--- src/rtl/mem_word_uart_tx_if.sv ---
// Bus bundle between the core's memory-mapped word port and the UART hex transmitter.
interface mem_word_uart_tx_if;
  logic [31:0] i_mem_word;
  logic        i_send;
  logic        o_tx;
  logic        o_busy;
  logic        o_done;

  modport master (output i_mem_word, output i_send, input o_tx, input o_busy, input o_done);
  modport slave  (input i_mem_word, input i_send, output o_tx, output o_busy, output o_done);
endinterface

--- src/rtl/mem_word_uart_tx.sv ---
// Sends a 32-bit word as "XXXXXXXX\r\n" (uppercase hex, MSN first) over a UART 8N1 line.
// Optional MEM_WORD_AUTO_SEND_EN also starts a frame whenever the word differs from the last one sent.
module mem_word_uart_tx #(
  parameter int P_CLKS_PER_BIT = 868
) (
  input  logic               i_clk,
  input  logic               i_rst_p,
  mem_word_uart_tx_if.slave  bus
);

  localparam int CNT_W = (P_CLKS_PER_BIT > 1) ? $clog2(P_CLKS_PER_BIT) : 1;
  localparam logic [CNT_W-1:0] CNT_LAST = CNT_W'(P_CLKS_PER_BIT - 1);

  typedef enum logic [2:0] {
    S_IDLE  = 3'd0,
    S_START = 3'd1,
    S_DATA  = 3'd2,
    S_STOP  = 3'd3,
    S_DONE  = 3'd4
  } state_t;

  function automatic logic [7:0] hex_ascii(input logic [3:0] nib);
    if (nib < 4'd10) hex_ascii = 8'h30 + {4'h0, nib};
    else             hex_ascii = 8'h37 + {4'h0, nib};
  endfunction

  function automatic logic [7:0] frame_byte(input logic [31:0] word, input logic [3:0] idx);
    case (idx)
      4'd0:    frame_byte = hex_ascii(word[31:28]);
      4'd1:    frame_byte = hex_ascii(word[27:24]);
      4'd2:    frame_byte = hex_ascii(word[23:20]);
      4'd3:    frame_byte = hex_ascii(word[19:16]);
      4'd4:    frame_byte = hex_ascii(word[15:12]);
      4'd5:    frame_byte = hex_ascii(word[11:8]);
      4'd6:    frame_byte = hex_ascii(word[7:4]);
      4'd7:    frame_byte = hex_ascii(word[3:0]);
      4'd8:    frame_byte = 8'h0D;
      default: frame_byte = 8'h0A;
    endcase
  endfunction

  state_t           state_r, state_s;
  logic [31:0]      word_r, word_s;
  logic [CNT_W-1:0] cnt_r, cnt_s;
  logic [2:0]       bit_r, bit_s;
  logic [3:0]       byte_r, byte_s;
  logic [7:0]       cur_byte_s;
  logic             tx_r, tx_s;
  logic             busy_r, busy_s;
  logic             done_r, done_s;
  logic             accept_s;
  logic             cnt_end_s;

`ifdef MEM_WORD_AUTO_SEND_EN
  logic [31:0] last_sent_r;

  assign accept_s = (state_r == S_IDLE) && (bus.i_send || (bus.i_mem_word != last_sent_r));

  // Remember the word carried by the most recent accepted frame.
  always_ff @(posedge i_clk) begin
    if (i_rst_p) begin
      last_sent_r <= 32'h0000_0000;
    end else if (accept_s) begin
      last_sent_r <= bus.i_mem_word;
    end
  end
`else
  assign accept_s = (state_r == S_IDLE) && bus.i_send;
`endif

  assign cnt_end_s = (cnt_r == CNT_LAST);

  // Next-state logic; outputs are decoded from the next state so they register in step with it.
  always_comb begin
    state_s = state_r;
    word_s  = word_r;
    cnt_s   = cnt_r;
    bit_s   = bit_r;
    byte_s  = byte_r;
    case (state_r)
      S_IDLE: begin
        if (accept_s) begin
          state_s = S_START;
          word_s  = bus.i_mem_word;
          cnt_s   = '0;
          bit_s   = 3'd0;
          byte_s  = 4'd0;
        end else begin
          state_s = S_IDLE;
        end
      end
      S_START: begin
        if (cnt_end_s) begin
          cnt_s   = '0;
          bit_s   = 3'd0;
          state_s = S_DATA;
        end else begin
          cnt_s = cnt_r + CNT_W'(1);
        end
      end
      S_DATA: begin
        if (cnt_end_s) begin
          cnt_s = '0;
          if (bit_r == 3'd7) state_s = S_STOP;
          else               bit_s   = bit_r + 3'd1;
        end else begin
          cnt_s = cnt_r + CNT_W'(1);
        end
      end
      S_STOP: begin
        if (cnt_end_s) begin
          cnt_s = '0;
          if (byte_r < 4'd9) begin
            byte_s  = byte_r + 4'd1;
            state_s = S_START;
          end else begin
            state_s = S_DONE;
          end
        end else begin
          cnt_s = cnt_r + CNT_W'(1);
        end
      end
      S_DONE: begin
        state_s = S_IDLE;
        bit_s   = 3'd0;
        byte_s  = 4'd0;
      end
      default: begin
        state_s = S_IDLE;
        cnt_s   = '0;
        bit_s   = 3'd0;
        byte_s  = 4'd0;
      end
    endcase

    cur_byte_s = frame_byte(word_s, byte_s);
    case (state_s)
      S_START: tx_s = 1'b0;
      S_DATA:  tx_s = cur_byte_s[bit_s];
      default: tx_s = 1'b1;
    endcase
    busy_s = (state_s == S_START) || (state_s == S_DATA) || (state_s == S_STOP);
    done_s = (state_s == S_DONE);
  end

  // State, counters and registered line outputs.
  always_ff @(posedge i_clk) begin
    if (i_rst_p) begin
      state_r <= S_IDLE;
      word_r  <= 32'h0000_0000;
      cnt_r   <= '0;
      bit_r   <= 3'd0;
      byte_r  <= 4'd0;
      tx_r    <= 1'b1;
      busy_r  <= 1'b0;
      done_r  <= 1'b0;
    end else begin
      state_r <= state_s;
      word_r  <= word_s;
      cnt_r   <= cnt_s;
      bit_r   <= bit_s;
      byte_r  <= byte_s;
      tx_r    <= tx_s;
      busy_r  <= busy_s;
      done_r  <= done_s;
    end
  end

  assign bus.o_tx   = tx_r;
  assign bus.o_busy = busy_r;
  assign bus.o_done = done_r;

endmodule

--- src/flat_wrapper.sv ---
// flat-port wrapper written by rule: the top's interface ports become plain ports
module mem_word_uart_tx_flat 
#(
  parameter int P_CLKS_PER_BIT = 868
)
  (i_clk, i_rst_p, bus_i_mem_word, bus_i_send, bus_o_tx, bus_o_busy, bus_o_done);
  mem_word_uart_tx_if bus_i ();
  input  logic i_clk;
  input  logic i_rst_p;
  input wire logic [$bits(bus_i.i_mem_word)-1:0] bus_i_mem_word;
  input wire logic [$bits(bus_i.i_send)-1:0] bus_i_send;
  output wire logic [$bits(bus_i.o_tx)-1:0] bus_o_tx;
  output wire logic [$bits(bus_i.o_busy)-1:0] bus_o_busy;
  output wire logic [$bits(bus_i.o_done)-1:0] bus_o_done;
  assign bus_i.i_mem_word = bus_i_mem_word;
  assign bus_i.i_send = bus_i_send;
  assign bus_o_tx = bus_i.o_tx;
  assign bus_o_busy = bus_i.o_busy;
  assign bus_o_done = bus_i.o_done;
  mem_word_uart_tx #(.P_CLKS_PER_BIT(P_CLKS_PER_BIT)) u_core (.i_clk(i_clk), .i_rst_p(i_rst_p), .bus(bus_i));
endmodule
--- config.mk ---
export PLATFORM = sky130hd
export DESIGN_NAME = mem_word_uart_tx_flat
export DESIGN_NICKNAME = d
export VERILOG_FILES = /design/src/rtl/mem_word_uart_tx_if.sv /design/src/rtl/mem_word_uart_tx.sv /design/src/flat_wrapper.sv
export SDC_FILE = /design/constraint.sdc
export NUM_CORES = 1
export LEC_CHECK = 0
export ABC_AREA = 1
export CORE_ASPECT_RATIO = 0.5
export CORE_MARGIN = 1
export CORE_UTILIZATION = 35
export DETAILED_ROUTE_END_ITERATION = 8
export SYNTH_ARGS = -nofsm -noshare
export SYNTH_HDL_FRONTEND = slang
export SYNTH_SLANG_ARGS = --single-unit
--- constraint.sdc ---
create_clock -name i_clk -period 4.8 [get_ports i_clk]
set_input_delay 0.96 -clock i_clk [delete_from_list [all_inputs] [get_ports i_clk]]
set_output_delay 0.96 -clock i_clk [all_outputs]
set_load 0.05 [all_outputs]
* Word-level counts from Yosys, hierarchy flattened
Index checks and enable logic that the tools add are counted. Widths: inputs -> output; s select.
Cells by class: add/sub/neg operators 19, $lt $le $gt $ge 10, equality and inequality tests 19, muxes and demuxes 33, bitwise operators 1, reductions and logical operators 8
Operators with widths (number):
- $add 6x4->7 const A | 16
- $pmux 8 s9 | 1
- $mux 32 | 2
- $mux 8 | 8
- $lt 4x4->1 const B | 9
- $pmux 10 s3 | 1
- $mux 3 | 9
- $pmux 3 s4 | 2
- $mux 10 | 2
- $eq 4x3->1 const B | 4
- $eq 3x2->1 const B | 4
- $mux 4 | 3
- $pmux 4 s3 | 1
- $add 10x1->10 const B | 1
- $eq 10x10->1 const B | 1
- $eq 3x3->1 const B | 3
- $eq 4x2->1 const B | 2
- $eq 3x1->1 const B | 2
- $add 4x1->4 const B | 1
- $eq 4x1->1 const B | 1
- $eq 4x4->1 const B | 1
- $logic_not 4->1 | 1
- $lt 3x4->1 const B | 1
- $add 3x1->3 const B | 1
- 11 further kinds | 13
Storage, ports and cells: bits in registers 55, input port bits 35, output and inout bits 3, logic and storage cells 98

* Logic depth before layout (Yosys ltp)
Gate-level depths: netlist of run 1.
word-level depth 10, gate-level depth with buffers 24, depth with buffers taken out 23

* Least setup slack after synthesis of run 1
Ideal clock, no wire load.
kind input port to flip-flop, start input bus_i_send, end register u_core.tx_r, in the netlist u_core.bus.o_tx, setup time 0.112 ns, data arrival time 2.607 ns, setup slack 2.081 ns, stages 20, buffers on the path 1, path through inv_2 nor2_4 buf_6 mux2i_1 ha_1 inv_1 nor2_1 o21ai_0 nand3_1 nand2_1 inv_1 nand2_1 nor2_1 nand2_1 nand3_1 nand2_1 nand2_1 nand2_1 nand2_1 nand2_1
On the way: word-level cells in the longest chain between the ends 9
RTL lines:
- start: declaration | line flat_wrapper.sv:11 | input wire logic [$bits(bus_i.i_send)-1:0] bus_i_send;
- $logic_and 1x1->1 * | line mem_word_uart_tx.sv:68 | assign accept_s = (state_r == S_IDLE) && bus.i_send;
- $mux 32 | line mem_word_uart_tx.sv:82 | if (accept_s) begin
- $mux 32 | line mem_word_uart_tx.sv:80 | case (state_r)
- $add 6x4->7, or another cell as far along | line mem_word_uart_tx.sv:24 | else hex_ascii = 8'h37 + {4'h0, nib};
- $mux 8 | line mem_word_uart_tx.sv:23 | if (nib < 4'd10) hex_ascii = 8'h30 + {4'h0, nib};
- $pmux 8 s9 | line mem_word_uart_tx.sv:28 | case (idx)
- $bmux 1 s3 | line mem_word_uart_tx.sv:139 | S_DATA: tx_s = cur_byte_s[bit_s];
- $mux 1 (implied by the code) | line mem_word_uart_tx.sv:139
- $pmux 1 s2 * | line mem_word_uart_tx.sv:137 | case (state_s)
- end signal: assignment | line mem_word_uart_tx.sv:163 | tx_r <= tx_s;
- end: declaration | line mem_word_uart_tx.sv:48 | logic tx_r, tx_s;
Mark *: on every way between the ends. The rest lies on a longest branch, timed or not. The select of a mux whose other input is x is not followed. A chain may end at the register's enable or synchronous reset.

* Final worst setup path of run 1
Same ends and word-level chain as after synthesis.

==> impl_metrics.tcl, run 1 <==
set metrics [dict create \
    status "complete, no violations" \
    buffer_cell_driving_the_clock_tree_root "sky130_fd_sc_hd__clkbuf_16" \
    hold_path.class "reg2reg" \
    r2r_cells 18 \
    detail_route.first_pass.iterations 5 \
    boundaryPins 38 \
    clk_transition_reported_paths_ps 80 \
    final_nets 704 \
    cap_violations 0 \
    synth-seq-area-share 0.273 \
    synthFlopType "sky130_fd_sc_hd__dfxtp_1" \
    synth_warnings 0 \
    crit_type "in2reg" \
    diodes 0 \
    postCtsResizedCells 0 \
    track_usage 0.171 \
    finalHoldViolCount 0 \
    critPathLaunchType "input port" \
    fp.dieW_um 154 \
    r2r-end "u_core.bus.o_tx" \
    vias_per_cell 4.71 \
    synth_cells 622 \
    netlist_top_cells_area "sky130_fd_sc_hd__dfxtp_1, sky130_fd_sc_hd__nand2_1, sky130_fd_sc_hd__nor2_1" \
    post_cts_hold_buffer_count 0 \
    post_cts_setup_buffer_count 0 \
    setup.worst_path.end_class "flip-flop" \
    number_of_antenna_violations_at_the_first_check_in_global_routing 0 \
    fp-row-count 27 \
    drc 0 \
    synthesis.area_per_instance_um2 6.49 \
    path_buf_inv 3 \
    min_period_over_period 0.746 \
    setup_tns_ps 0 \
    path_depth 18 \
    critical_path.reg2reg.startpoint "u_core.state_r[1]" \
    layout_common_cells "sky130_fd_sc_hd__nand2_1, sky130_fd_sc_hd__nor2_1, sky130_fd_sc_hd__inv_1" \
    syn-cell-area_um2 4040 \
    cts_buffers 5 \
    beginning_of_the_critical_path "bus_i_send" \
    grt_first_pass_wirelength_mm 16.5 \
    clock.fmax_mhz 279 \
    power_leakage_nw 2.14 \
    routed_wire_length_per_instance_um 12.0 \
    postSynth.asyncResetShare 0 \
    finalSetupViolCount 0 \
    grt_start_max_net_pins 33 \
    r2r_slack_ps 2010 \
    synth.distinct_cells 43 \
    max-vdd-ir-drop_mv 0.125 \
    clock_tree.buffer_depth 2 \
    synth.largest_area_cell "sky130_fd_sc_hd__dfxtp_1" \
    power.density_nw_per_um2 268 \
    crit_arrival_ps 3790 \
    skew_ps 8.96 \
    die_y_um 78.0 \
    grt_setup_unrepaired "false" \
    crit_fanout 28 \
    synth_enable_flop_cells 0 \
    slew-limit-headroom 0.384 \
    final.min_clock_period_ps 3580 \
    layout-drive-gt1-share 0.155 \
    placedCellCount 795 \
    synth_nets 669 \
    syn2layout_area_growth_pct 16.8 \
    die-area_um2 12000 \
    clk_latency_worst_skew_pair_ps 300 \
    vias 3783 \
    initial_core_util 0.363 \
    critPathMaxStageDelay_ps 580 \
    timing.critical_path.slowest_stage_cell "sky130_fd_sc_hd__nor2_4" \
    cts.sinks 55 \
    hpwlAfterDp_mm 7.55 \
    critical-path-top-cell-by-count "sky130_fd_sc_hd__nand2_1" \
    totalWireLength_mm 9.60 \
    post_layout_nonfiller_instances 803 \
    grt_overflow 0 \
    yosysTopAreaCellShare 0.273 \
    timing.critical_path.cells "clkdlybuf4s50_1 -> inv_2 -> nor2_4 -> mux2i_1 -> ha_1 -> inv_1 -> nor2_1 -> o21ai_0 -> nand2_1 -> nand3_1 -> nor2_1 -> nand2_1 -> nand3_1 -> nand2_1 -> nand2_1 -> nand2_1 -> nand2_1 -> nand2_1" \
    tritoncts "yes" \
    critical-path-top-delay-family "simple AND/OR/NAND/NOR gates" \
    core_area_um2 11100 \
    antenna_violating_nets_post_route 0 \
    ys_ff_latch 55 \
    layout.cells.most_common "sky130_fd_sc_hd__nand2_1" \
    timing.critical_path.required_ps 5000 \
    critPathCapture "u_core.bus.o_tx" \
    report.final.slew_viol_count 0 \
    number_of_global_route_vias_before_repair 3549 \
    h-tree-depth 2 \
    portBuffers 37 \
    max_slew.worst_pin.slew_ps 921 \
    drt_iter0_markers 160 \
    finalCoreUtilization 0.424 \
    weighted_congestion_at_the_end_of_routability_driven_global_placement 0.943 \
]
[final cells by class]
type / instances / area [um2]
clock inverters: 3 / 67.6
clock buffers: 5 / 125
multi-input cells: 467 / 2520
repair buffers: 38 / 378
well taps: 145 / 181
fillers: 1154 / 6400
flip-flops and latches: 55 / 1100
inverters: 90 / 344
[metal layers]
metal | share of wire | wire (um) | GRT usage
met5 | 0 | 0 | 0
met4 | 0.0069 | 66 | 0.0380
met3 | 0.037 | 352 | 0.0274
met2 | 0.44 | 4200 | 0.282
met1 | 0.52 | 4980 | 0.233
[worst min-delay path by stage]
stage	startpoint	endpoint	cells past startpoint
4_1_cts	u_core.cnt_r[1]	u_core.cnt_r[1]	2
5_1_grt	u_core.cnt_r[9]	u_core.cnt_r[9]	2
6_report	u_core.cnt_r[1]	u_core.cnt_r[1]	2
3_5_place_dp	u_core.cnt_r[1]	u_core.cnt_r[1]	2
2_1_floorplan	u_core.cnt_r[1]	u_core.cnt_r[1]	2
3_3_place_gp	u_core.cnt_r[1]	u_core.cnt_r[1]	2
[state kept, by name, indices dropped and copies added, names as in the netlist]
signal,flops
u_core.word_r,32
u_core.cnt_r,10
u_core.bus.o_tx,1
u_core.state_r,3
u_core.bit_r,3
u_core.bus.o_done,1
u_core.bus.o_busy,1
u_core.byte_r,4
[metrics by stage]
step,area [um2],setup slack (ps),total power [mW],hold slack [ps]
2_1_floorplan,4040,2080,0.721,462
3_3_place_gp,4520,964,0.795,484
3_5_place_dp,4520,909,0.798,484
4_1_cts,4710,1200,1.28,494
5_1_grt,4710,831,1.34,529
6_report,4710,1220,1.26,494
[synth_stat cells, types with 4 or more instances]
cell type,number
sky130_fd_sc_hd__nand2_4,5
sky130_fd_sc_hd__nor2_1,99
sky130_fd_sc_hd__nand2_2,19
sky130_fd_sc_hd__inv_2,20
sky130_fd_sc_hd__buf_6,5
sky130_fd_sc_hd__o21ai_2,17
sky130_fd_sc_hd__a21oi_1,16
sky130_fd_sc_hd__inv_1,67
sky130_fd_sc_hd__or2_2,5
sky130_fd_sc_hd__nor2_4,9
sky130_fd_sc_hd__nand2_1,144
sky130_fd_sc_hd__ha_1,12
sky130_fd_sc_hd__nand3_1,42
sky130_fd_sc_hd__o21ai_1,9
sky130_fd_sc_hd__nand3_2,4
sky130_fd_sc_hd__o21ai_0,20
sky130_fd_sc_hd__or2_1,9
sky130_fd_sc_hd__mux2i_1,5
sky130_fd_sc_hd__dfxtp_1,55
sky130_fd_sc_hd__xor2_1,10
sky130_fd_sc_hd__nor2_2,4
sky130_fd_sc_hd__clkbuf_1,5
sky130_fd_sc_hd__nor3_1,11
[power by group]
part | switching [mW] | internal (mW) | total (mW)
clock | 0.176 | 0.299 | 0.476
sequential | 0.00655 | 0.481 | 0.487
combinational | 0.185 | 0.114 | 0.299
[tightest hold or removal path, delay by kind of cell, from the launching register on]
| kind | cells | cell delay, ps |
|---|---|---|
| compound gates | 1 | 50 |
| flops | 1 | 330 |
| simple gates | 1 | 70 |
[cells by family (layout without fill, tap and decap cells)]
family	count (synthesis)	in the layout	synth area share
AO/OA/AOI/OAI	72	72	0.114
XOR/XNOR	12	12	0.0260
adder cells (fa/ha/maj)	12	12	0.0372
buffers and inverters	100	136	0.104
flip-flops	55	55	0.273
multiplexers	5	5	0.0124
AND/OR/NAND/NOR	366	366	0.434
Power figures use the tool's default switching activity.
==> run 2, diff against run 1 <==
clock period = 2.95 ns   (was 4.8 ns; I/O delays follow)
==> impl_metrics.tcl, run 2 (synthesis results as in run 1) <==
set metrics [dict create \
    status "complete, no violations" \
    antenna_violating_nets_post_route 0 \
    detail_route.first_pass.iterations 5 \
    cap_violations 0 \
    net-switching-power_uw 605 \
    grt_first_pass_wirelength_mm 17.0 \
    track_usage 0.175 \
    post_layout_nonfiller_instances 829 \
    power_leakage_nw 2.26 \
    final_nets 730 \
    die_y_um 78.0 \
    postCtsResizedCells 0 \
    timing.critical_path.required_ps 3150 \
    setup.worst_path.end_class "flip-flop" \
    placedCellCount 821 \
    finalHoldViolCount 0 \
    beginning_of_the_critical_path "bus_i_send" \
    tritoncts "yes" \
    r2r_cells 18 \
    slew-limit-headroom 0.603 \
    skew_ps 3.85 \
    grt_start_max_net_pins 29 \
    drt_iter0_markers 245 \
    post_cts_hold_buffer_count 0 \
    hold-worst-slack_ps 486 \
    path_buf_inv 3 \
    fp-row-count 27 \
    crit_fanout 15 \
    diodes 0 \
    cts_buffers 5 \
    layout-drive-gt1-share 0.184 \
    hold_path_startpoint "u_core.cnt_r[1]" \
    dpl-instance-area_um2 4750 \
    buffer_cell_driving_the_clock_tree_root "sky130_fd_sc_hd__clkbuf_16" \
    die-area_um2 12000 \
    regMostFlops "u_core.word_r" \
    clk_latency_worst_skew_pair_ps 300 \
    timing.critical_path.slowest_stage_cell "sky130_fd_sc_hd__clkdlybuf4s50_1" \
    layout_common_cells "sky130_fd_sc_hd__nand2_1, sky130_fd_sc_hd__nor2_1, sky130_fd_sc_hd__inv_1" \
    critical-path-top-cell-by-count "sky130_fd_sc_hd__nand2_1" \
    report.final.slew_viol_count 0 \
    crit_type "in2reg" \
    syn2layout_area_growth_pct 21.2 \
    sequential_group_share_of_total_power 0.408 \
    initial_core_util 0.363 \
    sw_frac_of_total 0.311 \
    min_period_over_period 0.901 \
    power_report.internal_total_mw 1.34 \
    finalSetupViolCount 0 \
    path_depth 19 \
    power.density_nw_per_um2 397 \
    fp.dieW_um 154 \
    number_of_antenna_violations_at_the_first_check_in_global_routing 0 \
    clock.fmax_mhz 376 \
    vias_per_cell 4.78 \
    critical_path.reg2reg.startpoint "u_core.cnt_r[0]" \
    totalWireLength_mm 9.70 \
    finalPower_mw 1.94 \
    final.min_clock_period_ps 2660 \
    clock_power_share 0.308 \
    vias 3966 \
    post-route-cell-area_um2 4890 \
    timing.critical_path.cells "clkdlybuf4s50_1 -> buf_4 -> nand2_4 -> buf_12 -> o21ai_1 -> ha_1 -> nand2_1 -> xnor2_1 -> nor2_1 -> nand2_1 -> nand3_1 -> nor2_1 -> nand2_1 -> nand3_1 -> nand2_1 -> nand2_1 -> nand2_1 -> nand2_1 -> nand2_1" \
    largestRegisters "u_core.word_r (32), u_core.cnt_r (10), u_core.byte_r (4)" \
    number_of_global_route_vias_before_repair 3714 \
    clk_transition_reported_paths_ps 70 \
    clock_tree.buffer_depth 2 \
    power_frac_comb 0.284 \
    hold_path.class "reg2reg" \
    finalCoreUtilization 0.440 \
    core_area_um2 11100 \
    r2r-end "u_core.bus.o_tx" \
    hpwlAfterDp_mm 7.74 \
    grt_overflow 0 \
    portBuffers 37 \
    critPathLaunchType "input port" \
    post_cts_setup_buffer_count 0 \
    drc 0 \
    cts.sinks 55 \
    weighted_congestion_at_the_end_of_routability_driven_global_placement 0.937 \
    layout.cells.most_common "sky130_fd_sc_hd__nand2_1" \
    crit_arrival_ps 2860 \
    critical-path-top-delay-family "simple AND/OR/NAND/NOR gates" \
    h-tree-depth 2 \
    max_slew.worst_pin.slew_ps 589 \
    critPathMaxStageDelay_ps 490 \
    largest_reg_flops 32 \
    routed_wire_length_per_instance_um 11.7 \
    r2r_slack_ps 410 \
    max-vdd-ir-drop_mv 0.175 \
    boundaryPins 38 \
    critPathCapture "u_core.bus.o_tx" \
    grt_setup_unrepaired "false" \
]
-- run 2: worst min path at each step --
stage	endpoint	slack [ps]	cells after the start
5_1_grt	u_core.cnt_r[1]	530	2
3_5_place_dp	u_core.cnt_r[1]	480	2
3_3_place_gp	u_core.cnt_r[1]	480	2
4_1_cts	u_core.cnt_r[1]	490	2
2_1_floorplan	u_core.cnt_r[1]	460	2
6_report	u_core.cnt_r[1]	490	2
-- run 2: routing by layer --
| layer | wire (um) | vias up | track usage |
|---|---|---|---|
| li1 | - | 2080 | - |
| met4 | 80 | 0 | 0.0360 |
| met1 | 5020 | 1816 | 0.234 |
| met3 | 356 | 10 | 0.0279 |
| met5 | 0 | - | 0 |
| met2 | 4240 | 60 | 0.295 |
-- run 2: stage by stage --
step	setup TNS, ps	setup WS, ps
5_1_grt	0	53.1
4_1_cts	0	287
3_5_place_dp	-18.7	-18.7
3_3_place_gp	0	8.55
2_1_floorplan	0	601
6_report	0	293
-- run 2: cell type report --
cell class / instances / area, um2
Tap cell: 145 / 181
Timing Repair Buffer: 64 / 611
Fill cell: 1177 / 6220
Clock inverter: 1 / 5.00
Clock buffer: 7 / 133
Multi-Input combinational cell: 467 / 2520
Sequential cell: 55 / 1100
Inverter: 90 / 344
-- run 2: power groups by stage --
| stage | clock network [mW] | logic [mW] | registers, mW |
|---|---|---|---|
| after floorplan | 0 | 0.356 | 0.817 |
| after global placement | 0 | 0.548 | 0.810 |
| after detailed placement | 0 | 0.552 | 0.811 |
| after CTS | 0.621 | 0.556 | 0.794 |
| after global routing | 0.650 | 0.623 | 0.799 |
| final | 0.598 | 0.552 | 0.794 |
-- run 2: worst reg2reg max path, stage by stage (launching register included) --
cell and delay (ps):
sky130_fd_sc_hd__dfxtp_1 380, sky130_fd_sc_hd__ha_1 290, sky130_fd_sc_hd__nand2_1 80, sky130_fd_sc_hd__nor2_1 110, sky130_fd_sc_hd__nand4_2 170, sky130_fd_sc_hd__nand2_1 130
sky130_fd_sc_hd__nand2_1 100, sky130_fd_sc_hd__o21ai_0 150, sky130_fd_sc_hd__nand2_1 140, sky130_fd_sc_hd__inv_1 160, sky130_fd_sc_hd__o21ai_0 130, sky130_fd_sc_hd__a21oi_1 160
sky130_fd_sc_hd__nand3_1 100, sky130_fd_sc_hd__nand3_1 90, sky130_fd_sc_hd__nand2_1 50, sky130_fd_sc_hd__nand2_1 60, sky130_fd_sc_hd__nand2_1 40, sky130_fd_sc_hd__nand2_1 50
sky130_fd_sc_hd__nand2_1 40
